==> config.mk <==
export PLATFORM = sky130hd
export DESIGN_NAME = led_scan_sequencer_flat
export DESIGN_NICKNAME = d
export VERILOG_FILES = /design/src/rtl/led_scan_sequencer_if.sv /design/src/rtl/led_scan_sequencer.sv /design/src/flat_wrapper.sv
export SDC_FILE = /design/constraint.sdc
export NUM_CORES = 1
export LEC_CHECK = 0
export ABC_AREA = 1
export CAP_MARGIN = 20
export CORE_UTILIZATION = 55
export DETAILED_ROUTE_END_ITERATION = 6
export PLACE_DENSITY = 0.83
export RECOVER_POWER = 100
export REMOVE_ABC_BUFFERS = 1
export SLEW_MARGIN = 20
export SYNTH_ARGS = -nofsm -noshare
export SYNTH_HDL_FRONTEND = slang
export SYNTH_SLANG_ARGS = --single-unit
==> constraint.sdc <==
create_clock -name clk -period 3.1 [get_ports clk]
set_input_delay 0.465 -clock clk [delete_from_list [all_inputs] [get_ports clk]]
set_output_delay 0.465 -clock clk [all_outputs]
set_load 0.01 [all_outputs]
==> src/rtl/led_scan_sequencer_if.sv <==
// Panel-side signal bundle for led_scan_sequencer.
// master: the sequencer (drives timing/address outputs, samples enable).
// slave : the consumer side (frame buffer, PWM comparator, panel driver).
//   enable      run request into the sequencer
//   pwmlvl      PWM compare level for the row being shifted
//   col_addr    frame-buffer column address
//   shift_row   frame-buffer row address (row being shifted)
//   row_addr    panel row-select lines (row being displayed)
//   sclk        panel shift clock
//   latch       panel latch strobe
//   oe_n        panel output enable, active low
//   frame_done  1-cycle pulse at end of each full frame
interface led_scan_sequencer_if #(
  parameter int unsigned PWM_WIDTH = 12,
  parameter int unsigned COL_BITS  = 5,
  parameter int unsigned ROW_BITS  = 4
);
  logic                 enable;
  logic [PWM_WIDTH-1:0] pwmlvl;
  logic [COL_BITS-1:0]  col_addr;
  logic [ROW_BITS-1:0]  shift_row;
  logic [ROW_BITS-1:0]  row_addr;
  logic                 sclk;
  logic                 latch;
  logic                 oe_n;
  logic                 frame_done;

  modport master (
    input  enable,
    output pwmlvl, col_addr, shift_row, row_addr, sclk, latch, oe_n, frame_done
  );

  modport slave (
    output enable,
    input  pwmlvl, col_addr, shift_row, row_addr, sclk, latch, oe_n, frame_done
  );
endinterface

==> src/rtl/led_scan_sequencer.sv <==
// HUB75-style LED panel timing master. Shifts one row per PWM level step
// (3 cycles per column: address, settle, shift clock), then blanks, latches
// and advances the row; the level counter advances when the row counter wraps.
// Ports:
//   clk    system clock, rising edge
//   reset  asynchronous, active-high
//   bus    led_scan_sequencer_if.master (enable in; panel/frame-buffer outputs)
// Build option:
//   PWMLVL_BITREV_EN  pwmlvl is the bit-reversed level counter; counter,
//                     wrap and frame_done timing are unaffected.
module led_scan_sequencer #(
  parameter int unsigned PWM_WIDTH    = 12,
  parameter int unsigned COL_BITS     = 5,
  parameter int unsigned ROW_BITS     = 4,
  parameter int unsigned BLANK_CYCLES = 4
) (
  input logic                  clk,
  input logic                  reset,
  led_scan_sequencer_if.master bus
);

  localparam int unsigned BlankW = (BLANK_CYCLES > 1) ? $clog2(BLANK_CYCLES) : 1;

  typedef enum logic [1:0] {StIdle, StShift, StBlank, StLatch} state_e;

  state_e               state_q, state_d;
  logic [1:0]           phase_q, phase_d;
  logic [BlankW-1:0]    blank_q, blank_d;
  logic [COL_BITS-1:0]  col_q, col_d;
  logic [ROW_BITS-1:0]  shift_row_q, shift_row_d;
  logic [ROW_BITS-1:0]  row_addr_q, row_addr_d;
  logic [PWM_WIDTH-1:0] level_q, level_d;
  // Set by the first latch; until then the panel holds no valid row.
  logic                 lit_q, lit_d;
  logic                 sclk_q, sclk_d;
  logic                 latch_q, latch_d;
  logic                 oe_n_q, oe_n_d;
  logic                 frame_done_q, frame_done_d;

  always_comb begin
    state_d     = state_q;
    phase_d     = phase_q;
    blank_d     = blank_q;
    col_d       = col_q;
    shift_row_d = shift_row_q;
    row_addr_d  = row_addr_q;
    level_d     = level_q;
    lit_d       = lit_q;

    unique case (state_q)
      StIdle: begin
        if (bus.enable) begin
          state_d = StShift;
          phase_d = 2'd0;
        end
      end
      StShift: begin
        if (phase_q == 2'd2) begin
          phase_d = 2'd0;
          // Wraps to 0 after the last column, leaving col_addr at 0 for idle.
          col_d   = col_q + 1'b1;
          if (col_q == '1) begin
            state_d = StBlank;
            blank_d = '0;
          end
        end else begin
          phase_d = phase_q + 2'd1;
        end
      end
      StBlank: begin
        if (blank_q == BlankW'(BLANK_CYCLES - 1)) begin
          state_d = StLatch;
        end else begin
          blank_d = blank_q + 1'b1;
        end
      end
      StLatch: begin
        row_addr_d  = shift_row_q;
        shift_row_d = shift_row_q + 1'b1;
        if (shift_row_q == '1) begin
          level_d = level_q + 1'b1;
        end
        lit_d   = 1'b1;
        phase_d = 2'd0;
        state_d = bus.enable ? StShift : StIdle;
      end
      default: state_d = StIdle;
    endcase

    // Registered outputs follow the state being entered.
    sclk_d       = (state_d == StShift) && (phase_d == 2'd2);
    latch_d      = (state_d == StLatch);
    oe_n_d       = !((state_d == StShift) && lit_d);
    frame_done_d = (state_d == StLatch) && (state_q != StLatch) &&
                   (shift_row_q == '1) && (level_q == '1);
  end

  always_ff @(posedge clk or posedge reset) begin
    if (reset) begin
      state_q      <= StIdle;
      phase_q      <= 2'd0;
      blank_q      <= '0;
      col_q        <= '0;
      shift_row_q  <= '0;
      row_addr_q   <= '0;
      level_q      <= '0;
      lit_q        <= 1'b0;
      sclk_q       <= 1'b0;
      latch_q      <= 1'b0;
      oe_n_q       <= 1'b1;
      frame_done_q <= 1'b0;
    end else begin
      state_q      <= state_d;
      phase_q      <= phase_d;
      blank_q      <= blank_d;
      col_q        <= col_d;
      shift_row_q  <= shift_row_d;
      row_addr_q   <= row_addr_d;
      level_q      <= level_d;
      lit_q        <= lit_d;
      sclk_q       <= sclk_d;
      latch_q      <= latch_d;
      oe_n_q       <= oe_n_d;
      frame_done_q <= frame_done_d;
    end
  end

`ifdef PWMLVL_BITREV_EN
  for (genvar i = 0; i < PWM_WIDTH; i++) begin : g_bitrev
    assign bus.pwmlvl[i] = level_q[PWM_WIDTH-1-i];
  end
`else
  assign bus.pwmlvl = level_q;
`endif

  assign bus.col_addr   = col_q;
  assign bus.shift_row  = shift_row_q;
  assign bus.row_addr   = row_addr_q;
  assign bus.sclk       = sclk_q;
  assign bus.latch      = latch_q;
  assign bus.oe_n       = oe_n_q;
  assign bus.frame_done = frame_done_q;

endmodule

==> src/flat_wrapper.sv <==
// flat-port wrapper written by rule: the top's interface ports become plain ports
module led_scan_sequencer_flat 
#(
  parameter int unsigned PWM_WIDTH    = 12,
  parameter int unsigned COL_BITS     = 5,
  parameter int unsigned ROW_BITS     = 4,
  parameter int unsigned BLANK_CYCLES = 4
)
  (clk, reset, bus_enable, bus_pwmlvl, bus_col_addr, bus_shift_row, bus_row_addr, bus_sclk, bus_latch, bus_oe_n, bus_frame_done);
  led_scan_sequencer_if #(.PWM_WIDTH(PWM_WIDTH), .COL_BITS(COL_BITS), .ROW_BITS(ROW_BITS)) bus_i ();
  input logic clk;
  input logic reset;
  input wire logic [$bits(bus_i.enable)-1:0] bus_enable;
  output wire logic [$bits(bus_i.pwmlvl)-1:0] bus_pwmlvl;
  output wire logic [$bits(bus_i.col_addr)-1:0] bus_col_addr;
  output wire logic [$bits(bus_i.shift_row)-1:0] bus_shift_row;
  output wire logic [$bits(bus_i.row_addr)-1:0] bus_row_addr;
  output wire logic [$bits(bus_i.sclk)-1:0] bus_sclk;
  output wire logic [$bits(bus_i.latch)-1:0] bus_latch;
  output wire logic [$bits(bus_i.oe_n)-1:0] bus_oe_n;
  output wire logic [$bits(bus_i.frame_done)-1:0] bus_frame_done;
  assign bus_i.enable = bus_enable;
  assign bus_pwmlvl = bus_i.pwmlvl;
  assign bus_col_addr = bus_i.col_addr;
  assign bus_shift_row = bus_i.shift_row;
  assign bus_row_addr = bus_i.row_addr;
  assign bus_sclk = bus_i.sclk;
  assign bus_latch = bus_i.latch;
  assign bus_oe_n = bus_i.oe_n;
  assign bus_frame_done = bus_i.frame_done;
  led_scan_sequencer #(.PWM_WIDTH(PWM_WIDTH), .COL_BITS(COL_BITS), .ROW_BITS(ROW_BITS), .BLANK_CYCLES(BLANK_CYCLES)) u_core (.clk(clk), .reset(reset), .bus(bus_i));
endmodule
==> results of run 1 <==
-- cell type report --
cell class / instances / area share
Clock buffer: 6 / 0.0195
Clock inverter: 2 / 0.0166
Multi-Input combinational cell: 133 / 0.320
Sequential cell: 36 / 0.427
Timing Repair Buffer: 32 / 0.150
Inverter: 23 / 0.0415
Tap cell: 42 / 0.0249
-- worst reg2reg max path, delay by kind of cell (launching register included) --
| family | cells | cell delay, ns |
|---|---|---|
| buf+inv | 1 | 0.28 |
| flops | 1 | 0.39 |
| simple gates | 4 | 1.08 |
| xor+xnor | 1 | 0.17 |
-- synthesized netlist by cell type --
cell type / instances / area (um^2)
a22o_1: 1 / 8.76
nand3_1: 14 / 70.1
nand4_1: 6 / 37.5
dfstp_2: 1 / 26.3
nand3b_1: 1 / 7.51
clkinv_4: 1 / 8.76
nand2_1: 64 / 240
or2_2: 2 / 12.5
nor3_1: 3 / 15.0
inv_1: 22 / 82.6
xor2_1: 8 / 70.1
nand4_4: 1 / 21.3
xnor2_2: 1 / 16.3
ha_1: 5 / 62.6
xnor2_1: 2 / 17.5
nand2_4: 2 / 22.5
nand2_2: 2 / 12.5
nor2_1: 13 / 48.8
nor2_2: 1 / 6.26
o21bai_1: 1 / 7.51
nor2_4: 1 / 11.3
dfrtp_1: 35 / 876
o21ai_0: 3 / 15.0
buf_6: 1 / 11.3
mux2i_1: 1 / 10.0
nor3_2: 1 / 10.0
-- cells in the final DEF, fill, tap and decap left out, types with 3 or more instances in the layout --
master,n
inv_1,22
clkbuf_4,5
nand4_1,7
nor3_1,3
ha_1,5
nand3_1,14
nand2_1,66
nor2_1,15
o21ai_0,3
xnor2_1,3
dlygate4sd3_1,30
dfrtp_1,35
xor2_1,8
-- report_power, final --
group | total, mW | switching, mW | internal [mW]
Combinational | 0.0122 | 0.00921 | 0.00303
Sequential | 0.469 | 0 | 0.469
Clock | 0.327 | 0.158 | 0.169
Total | 0.808 | 0.167 | 0.641
-- kinds of logic (layout without fill, tap and decap cells) --
logic type,after synthesis,count (layout),synth area share
AND/OR/NAND/NOR,111,111,0.298
AO/OA/AOI/OAI,5,5,0.0181
buffers and inverters,24,63,0.0594
flip-flops,36,36,0.522
adder cells (fa/ha/maj),5,5,0.0362
XOR/XNOR,11,11,0.0601
multiplexers,1,1,0.00579
-- through the flow --
stage / instances / hold slack, ns / util / power [mW] / worst slack (ns)
after floorplan: 192 / 0.426 / - / 0.486 / 1.69
after global placement: 266 / 0.448 / 0.726 / 0.492 / 1.58
after detailed placement: 266 / 0.442 / 0.726 / 0.492 / 1.56
after CTS: 274 / 0.469 / 0.752 / 0.813 / 1.17
after global routing: 274 / 0.487 / 0.734 / 0.838 / 0.838
final: 274 / 0.467 / 0.734 / 0.808 / 1.07
-- sequential cells by signal, summed over array words and instances, names as in the netlist --
signal	cells
u_core.blank_q	2
u_core.bus.col_addr	5
u_core.bus.oe_n	1
u_core.bus.latch	1
u_core.bus.frame_done	1
u_core.bus.row_addr	4
u_core.state_q	2
u_core.phase_q	2
u_core.bus.pwmlvl	12
u_core.bus.sclk	1
u_core.lit_q	1
u_core.bus.shift_row	4
-- worst paths after layout --
kind	start	endpoint	slack, ns	cells past startpoint
worst max-delay path	u_core.state_q[1]	u_core.bus.pwmlvl[6]	1.07	6
worst min-delay path	u_core.lit_q	u_core.lit_q	0.47	1
worst max register to register	u_core.state_q[1]	u_core.bus.pwmlvl[6]	1.07	6
worst min register to register	u_core.lit_q	u_core.lit_q	0.47	1
max in group asynchronous	reset	u_core.bus.oe_n	2.12	3
min in group asynchronous	reset	u_core.bus.col_addr[2]	0.63	3
-- layer usage --
layer | track usage | vias up | share of wire
met5 | 0 | - | 0
met4 | 0.0986 | 0 | 0.020
met3 | 0.0737 | 11 | 0.047
met2 | 0.407 | 40 | 0.51
met1 | 0.275 | 691 | 0.42
li1 | - | 684 | -
==> flow_summary.toml, run 1 <==
[status]
status = "complete, but fails checks"
violations = "design-rule violations"

[layout]
diodes = 0
num-fill-cells = 228
seqCellArea_um2 = 902
design_area_um2 = 2110
layout.nets = 239
area_growth_pct = 22.2
drive_gt1_frac = 0.0647
multiInputGateArea_um2 = 676

[setup_path]
critPathLaunchType = "register"
endpoint_kind = "register"
critPathKind = "register to register"
slowest_stage = "nor2_1"
path_cells = "nand2_1 > clkinvlp_2 > nand2_1 > nor2_1 > nand2_1 > xor2_1"
path_max_fanout = 11
worst_ep_required_time_ns = 3.34
crit_buf_inv = 1
worstPathArrival_ns = 2.27
critPathTopFamily = "simple AND/OR/NAND/NOR gates"
crit_path_frequent_cell = "nand2_1"
slowest_delay_ns = 0.61

[route]
routed_via_density = 5.20
drc = 1
vias = 1426
wl_mm = 3.46
antenna_left = 0
wl_per_cell_um = 12.6
drt_pass1_iterations = 7
drt-initial-drc-count = 81

[clocking]
cts_setup_buffers = 0
cts_buffers = 5
clk_latency_ns = 0.35
cts_buffer_depth = 2
clkTransAtPathRegs_ns = 0.11
cts_resized = 0
clkSinkCount = 36
cts-htree-levels = 2
root_buffer = "clkbuf_4"
postCtsHoldBufs = 0
cts_tree = "yes"

[sta]
slew_headroom = 0.479
setup_viol_count_final = 0
skew_ns = 0.00653
period_minus_slack_ns = 2.03
hold_viol_final = 0
slew_violations = 0
final.period_utilization = 0.656
rsz0062_at_grt = "false"
tightest_slew_ns = 0.779
timing.fmax_mhz = 492
finalSetupTns_ns = 0

[floorplan]
std_cell_rows = 19
core-area_um2 = 2880
chipHeight_um = 58.1
start_util = 0.601
pin_count = 32
die-area_um2 = 3370
die_w_um = 58.1

[placement]
dpl.hpwl_mm = 2.42
gp_congestion = 0.853
portBuffers = 31
place_area_um2 = 2090

[synth]
synth_warnings = 0
synth_cells = 193
ys_types = 26
yosysSeqAreaShare = 0.522
syn_area_per_cell_um2 = 8.95
ys_seq_elements = 36
netlist_area_um2 = 1730

[power]
power_leakage_nw = 1.14
vdd.ir_drop.worst_mv = 0.345
p_per_area_nw_per_um2 = 383

[grt]
grt_pass1_wl_mm = 5.91
antenna_found_initial = 0
grt_pass1_vias = 1403
grtUsageTotal = 0.237
grt_max_degree = 37
grt_overflow = 0

[hold_path]
hold_path_class = "register to register"

[job]
cap_violations = 0
(Power assumes the default switching activity.)
==> inputs of run 2 (changes only) <==
--- a/config.mk
+++ b/config.mk
@@ -7,9 +7,9 @@
 export LEC_CHECK = 0
 export ABC_AREA = 1
 export CAP_MARGIN = 20
-export CORE_UTILIZATION = 55
+export CORE_UTILIZATION = 51
 export DETAILED_ROUTE_END_ITERATION = 6
-export PLACE_DENSITY = 0.83
+export PLACE_DENSITY = 0.78
 export RECOVER_POWER = 100
 export REMOVE_ABC_BUFFERS = 1
 export SLEW_MARGIN = 20
==> constraint.sdc (replaced) <==
create_clock -name clk -period 2.15 [get_ports clk]
set_input_delay 0.3225 -clock clk [delete_from_list [all_inputs] [get_ports clk]]
set_output_delay 0.3225 -clock clk [all_outputs]
set_load 0.01 [all_outputs]
==> flow_summary.toml, run 2 (same netlist as run 1, synthesis figures left out) <==
[power]
swShare = 0.222
power.share.clock = 0.355
p_seq_frac = 0.630
p_switching_uw = 238
vdd.ir_drop.worst_mv = 0.404
share_comb_of_total_power = 0.016
p_int_uw = 836
power_leakage_nw = 1.14
p_per_area_nw_per_um2 = 510

[grt]
grt_max_degree = 37
grt_pass1_wl_mm = 5.51
grtUsageTotal = 0.211
antenna_found_initial = 0
grt_overflow = 0
grt_pass1_vias = 1330

[setup_path]
crit_buf_inv = 1
slowest_stage = "dlygate4sd3_1"
endpoint_kind = "output port"
slowest_delay_ns = 0.59
worst_ep_required_time_ns = 1.83
path_cells = "dlygate4sd3_1"
critPathKind = "register to output port"
critPathLaunchType = "register"
path_max_fanout = 1
worstPathArrival_ns = 1.46
critPathTopFamily = "buffers and inverters"

[clocking]
cts_buffer_depth = 2
cts_setup_buffers = 0
root_buffer = "clkbuf_4"
cts_buffers = 5
clkSinkCount = 36
cts-htree-levels = 2
clk_latency_ns = 0.34
cts_tree = "yes"
postCtsHoldBufs = 0
cts_resized = 0
clkTransAtPathRegs_ns = 0.11

[floorplan]
pin_count = 32
core-area_um2 = 3130
start_util = 0.552
std_cell_rows = 20
chipHeight_um = 60.2
die-area_um2 = 3620
die_w_um = 60.2

[layout]
layout.nets = 239
num-fill-cells = 247
area_growth_pct = 21.9
diodes = 0
most-common-layout-cells = "66 x nand2_1, 35 x dfrtp_1, 30 x dlygate4sd3_1"
largest_reg_flops = 12
drive_gt1_frac = 0.0776
layout_commonest_cell = "nand2_1"

[sta]
slew_headroom = 0.441
final.period_utilization = 0.830
holdWs_ns = 0.473
finalSetupTns_ns = 0
setup_viol_count_final = 0
rsz0062_at_grt = "false"
timing.fmax_mhz = 560
period_minus_slack_ns = 1.79
skew_ns = 0.00952
slew_violations = 0
tightest_slew_ns = 0.839
hold_viol_final = 0

[placement]
dpl.hpwl_mm = 2.38
portBuffers = 31
gp_congestion = 0.845

[job]
cap_violations = 0

[route]
wl_per_cell_um = 11.6
drc = 0
antenna_left = 0
drt_pass1_iterations = 4
drt-initial-drc-count = 69
wl_mm = 3.20
routed_via_density = 4.90
vias = 1353

[status]
status = "finished clean"

[hold_path]
hold_path_class = "register to register"
==> run 2: cell count changes in the layout (fill, tap and decap cells not counted), sizes merged <==
cell    change
buf         -1
bufinv      -1
clkbuf      +1
clkinv      +1
==> run 2: area by class of cell <==
cell class	count	area [um^2]	area share
Sequential cell	36	902	0.428
Multi-Input combinational cell	133	686	0.325
Timing Repair Buffer	32	315	0.150
Inverter	23	87.6	0.0416
Tap cell	44	55.1	0.0261
Clock buffer	6	51.3	0.0243
Clock inverter	2	10.0	0.00475
==> run 2: stage by stage <==
step                setup slack (ns)  area (um^2)  utilization  total power, mW  cells
floorplan                      0.744         1720            -            0.700    192
global placement               0.740         2090        0.668            0.709    268
detailed placement             0.676         2090        0.668            0.709    268
CTS                            0.348         2150        0.688             1.08    276
global route                   0.155         2110        0.674             1.12    276
finish                         0.365         2110        0.674             1.07    276
==> run 2: metal layers <==
| layer | vias up | share of wire | track usage |
|---|---|---|---|
| met4 | 0 | 0.014 | 0.0831 |
| li1 | 682 | - | - |
| met2 | 37 | 0.46 | 0.336 |
| met3 | 5 | 0.049 | 0.0736 |
| met5 | - | 0 | 0 |
| met1 | 629 | 0.48 | 0.261 |
==> run 2: final timing paths <==
kind,to,slack (ns),startpoint,cells after the start
min,u_core.lit_q,0.47,u_core.lit_q,1
max,bus_oe_n,0.36,u_core.bus.oe_n,1
max in group asynchronous,u_core.phase_q[1],0.96,reset,3
min in group asynchronous,u_core.bus.frame_done,0.67,reset,3
min reg2reg,u_core.lit_q,0.47,u_core.lit_q,1
max reg2reg,u_core.bus.pwmlvl[6],0.37,u_core.state_q[1],6
==> run 2: power groups by stage <==
stage               clock network [mW]  registers, mW  logic [mW]
finish                           0.381          0.677      0.0168
CTS                              0.388          0.677      0.0193
global route                     0.424          0.677      0.0205
global placement                     0          0.690      0.0190
detailed placement                   0          0.690      0.0192
floorplan                            0          0.690      0.0104
==> inputs of run 3 (changes only) <==
==> constraint.sdc (replaced) <==
create_clock -name clk -period 1.75 [get_ports clk]
set_input_delay 0.2625 -clock clk [delete_from_list [all_inputs] [get_ports clk]]
set_output_delay 0.2625 -clock clk [all_outputs]
set_load 0.01 [all_outputs]
==> flow_summary.toml, run 3 (same netlist as run 1, synthesis figures left out) <==
[status]
status = "finished clean"

[layout]
num-fill-cells = 262
layout.nets = 240
largest_reg_flops = 12
seqCellArea_um2 = 902
drive_gt1_frac = 0.0644
design_area_um2 = 2180
multiInputGateArea_um2 = 687
diodes = 0
area_growth_pct = 26.2
layout_commonest_cell = "nand2_1"
most-common-layout-cells = "68 x nand2_1, 35 x dfrtp_1, 22 x inv_1"

[placement]
gp_congestion = 0.866
portBuffers = 31
dpl.hpwl_mm = 2.53
place_ws_ns = 0.250
place_area_um2 = 2100

[grt]
grt_max_degree = 18
grt_overflow = 0
grt_pass1_vias = 1325
grt_pass1_wl_mm = 5.72
antenna_found_initial = 0
grtUsageTotal = 0.220

[setup_path]
slowest_stage = "dfstp_2"
worst_ep_required_time_ns = 1.49
slowest_delay_ns = 0.55
rr_startpoint = "u_core.state_q[0]"
reg2regPathDepth = 6
setup.worst_path.start = "u_core.bus.oe_n"
endpoint_kind = "output port"
critPathKind = "register to output port"
critPathTopFamily = "flip-flops"
worstPathArrival_ns = 1.43
crit_buf_inv = 1
critPathLaunchType = "register"
path_cells = "clkdlybuf4s50_1"
crit_cells = 1
path_max_fanout = 1

[clocking]
cts-htree-levels = 2
cts_tree = "yes"
cts_buffer_depth = 2
cts_resized = 0
cts_buffers = 5
postCtsHoldBufs = 0
clk_latency_ns = 0.36
root_buffer = "clkbuf_4"
cts_setup_buffers = 0
clkSinkCount = 36
clkTransAtPathRegs_ns = 0.12

[power]
p_per_area_nw_per_um2 = 795
power_leakage_nw = 1.14
vdd.ir_drop.worst_mv = 0.954

[sta]
timing.fmax_mhz = 592
slew_violations = 0
period_minus_slack_ns = 1.69
tightest_slew_ns = 0.911
layout_setup_ws_ns = 0.0601
rsz0062_at_grt = "false"
finalSetupTns_ns = 0
final.period_utilization = 0.966
skew_ns = 0.0129
hold_viol_final = 0
holdWs_ns = 0.250
slew_headroom = 0.393
setup_viol_count_final = 0

[route]
antenna_left = 0
drc = 0
drt_pass1_iterations = 4
routed_via_density = 4.96
vias = 1373
drt-initial-drc-count = 53
wl_per_cell_um = 12.4
wl_mm = 3.43

[floorplan]
die-area_um2 = 3620
pin_count = 32
die_w_um = 60.2
start_util = 0.552
core-area_um2 = 3130
chipHeight_um = 60.2
std_cell_rows = 20

[hold_path]
hold_path_class = "input pin to asynchronous set/reset pin"

[job]
cap_violations = 0
==> run 3: changes by cell type in the layout (fill, tap and decap cells not counted), sizes merged <==
cell and delta:
clkinvlp -1, clkinv -1, bufinv +3, dlygate4sd3 -13, clkdlybuf4s50 +13
==> run 3: path summary, 6_finish.rpt <==
kind / end / slack [ns]
worst max-delay path: bus_oe_n / 0.06
worst min-delay path: u_core.bus.col_addr[1] / 0.25
worst max register to register: u_core.bus.pwmlvl[3] / 0.22
worst min register to register: u_core.lit_q / 0.47
max in group asynchronous: u_core.bus.sclk / 0.40
min in group clk: u_core.lit_q / 0.47
==> run 3: metrics by stage <==
step | util | cells | total power [mW]
6_report | 0.697 | 277 | 1.73
5_1_grt | 0.697 | 277 | 1.79
4_1_cts | 0.711 | 277 | 1.75
3_5_place_dp | 0.670 | 269 | 0.874
3_3_place_gp | 0.670 | 269 | 0.873
2_1_floorplan | - | 192 | 0.860
==> run 3: per-layer routing <==
metal | track usage | up-vias | wire (um)
met5 | 0 | - | 0
met1 | 0.268 | 644 | 1540
met3 | 0.0649 | 7 | 171
met2 | 0.364 | 35 | 1660
met4 | 0.0831 | 0 | 57
li1 | - | 687 | -
==> run 3: area by class of cell <==
type                       count  share of cell area
inverter                      23              0.0419
multi-input combinational    133               0.315
clock buffer                   5              0.0172
tap                           44              0.0252
timing repair buffer          33               0.146
sequential                    36               0.414
clock inverter                 3              0.0413
==> run 3: where the power goes <==
group / leakage [nW] / internal (mW) / total (mW) / switching, mW
Sequential: 0.481 / 0.832 / 0.832 / 0
Combinational: 0.594 / 0.00477 / 0.0223 / 0.0175
Clock: 0.0654 / 0.588 / 0.880 / 0.291
Total: 1.14 / 1.42 / 1.73 / 0.309
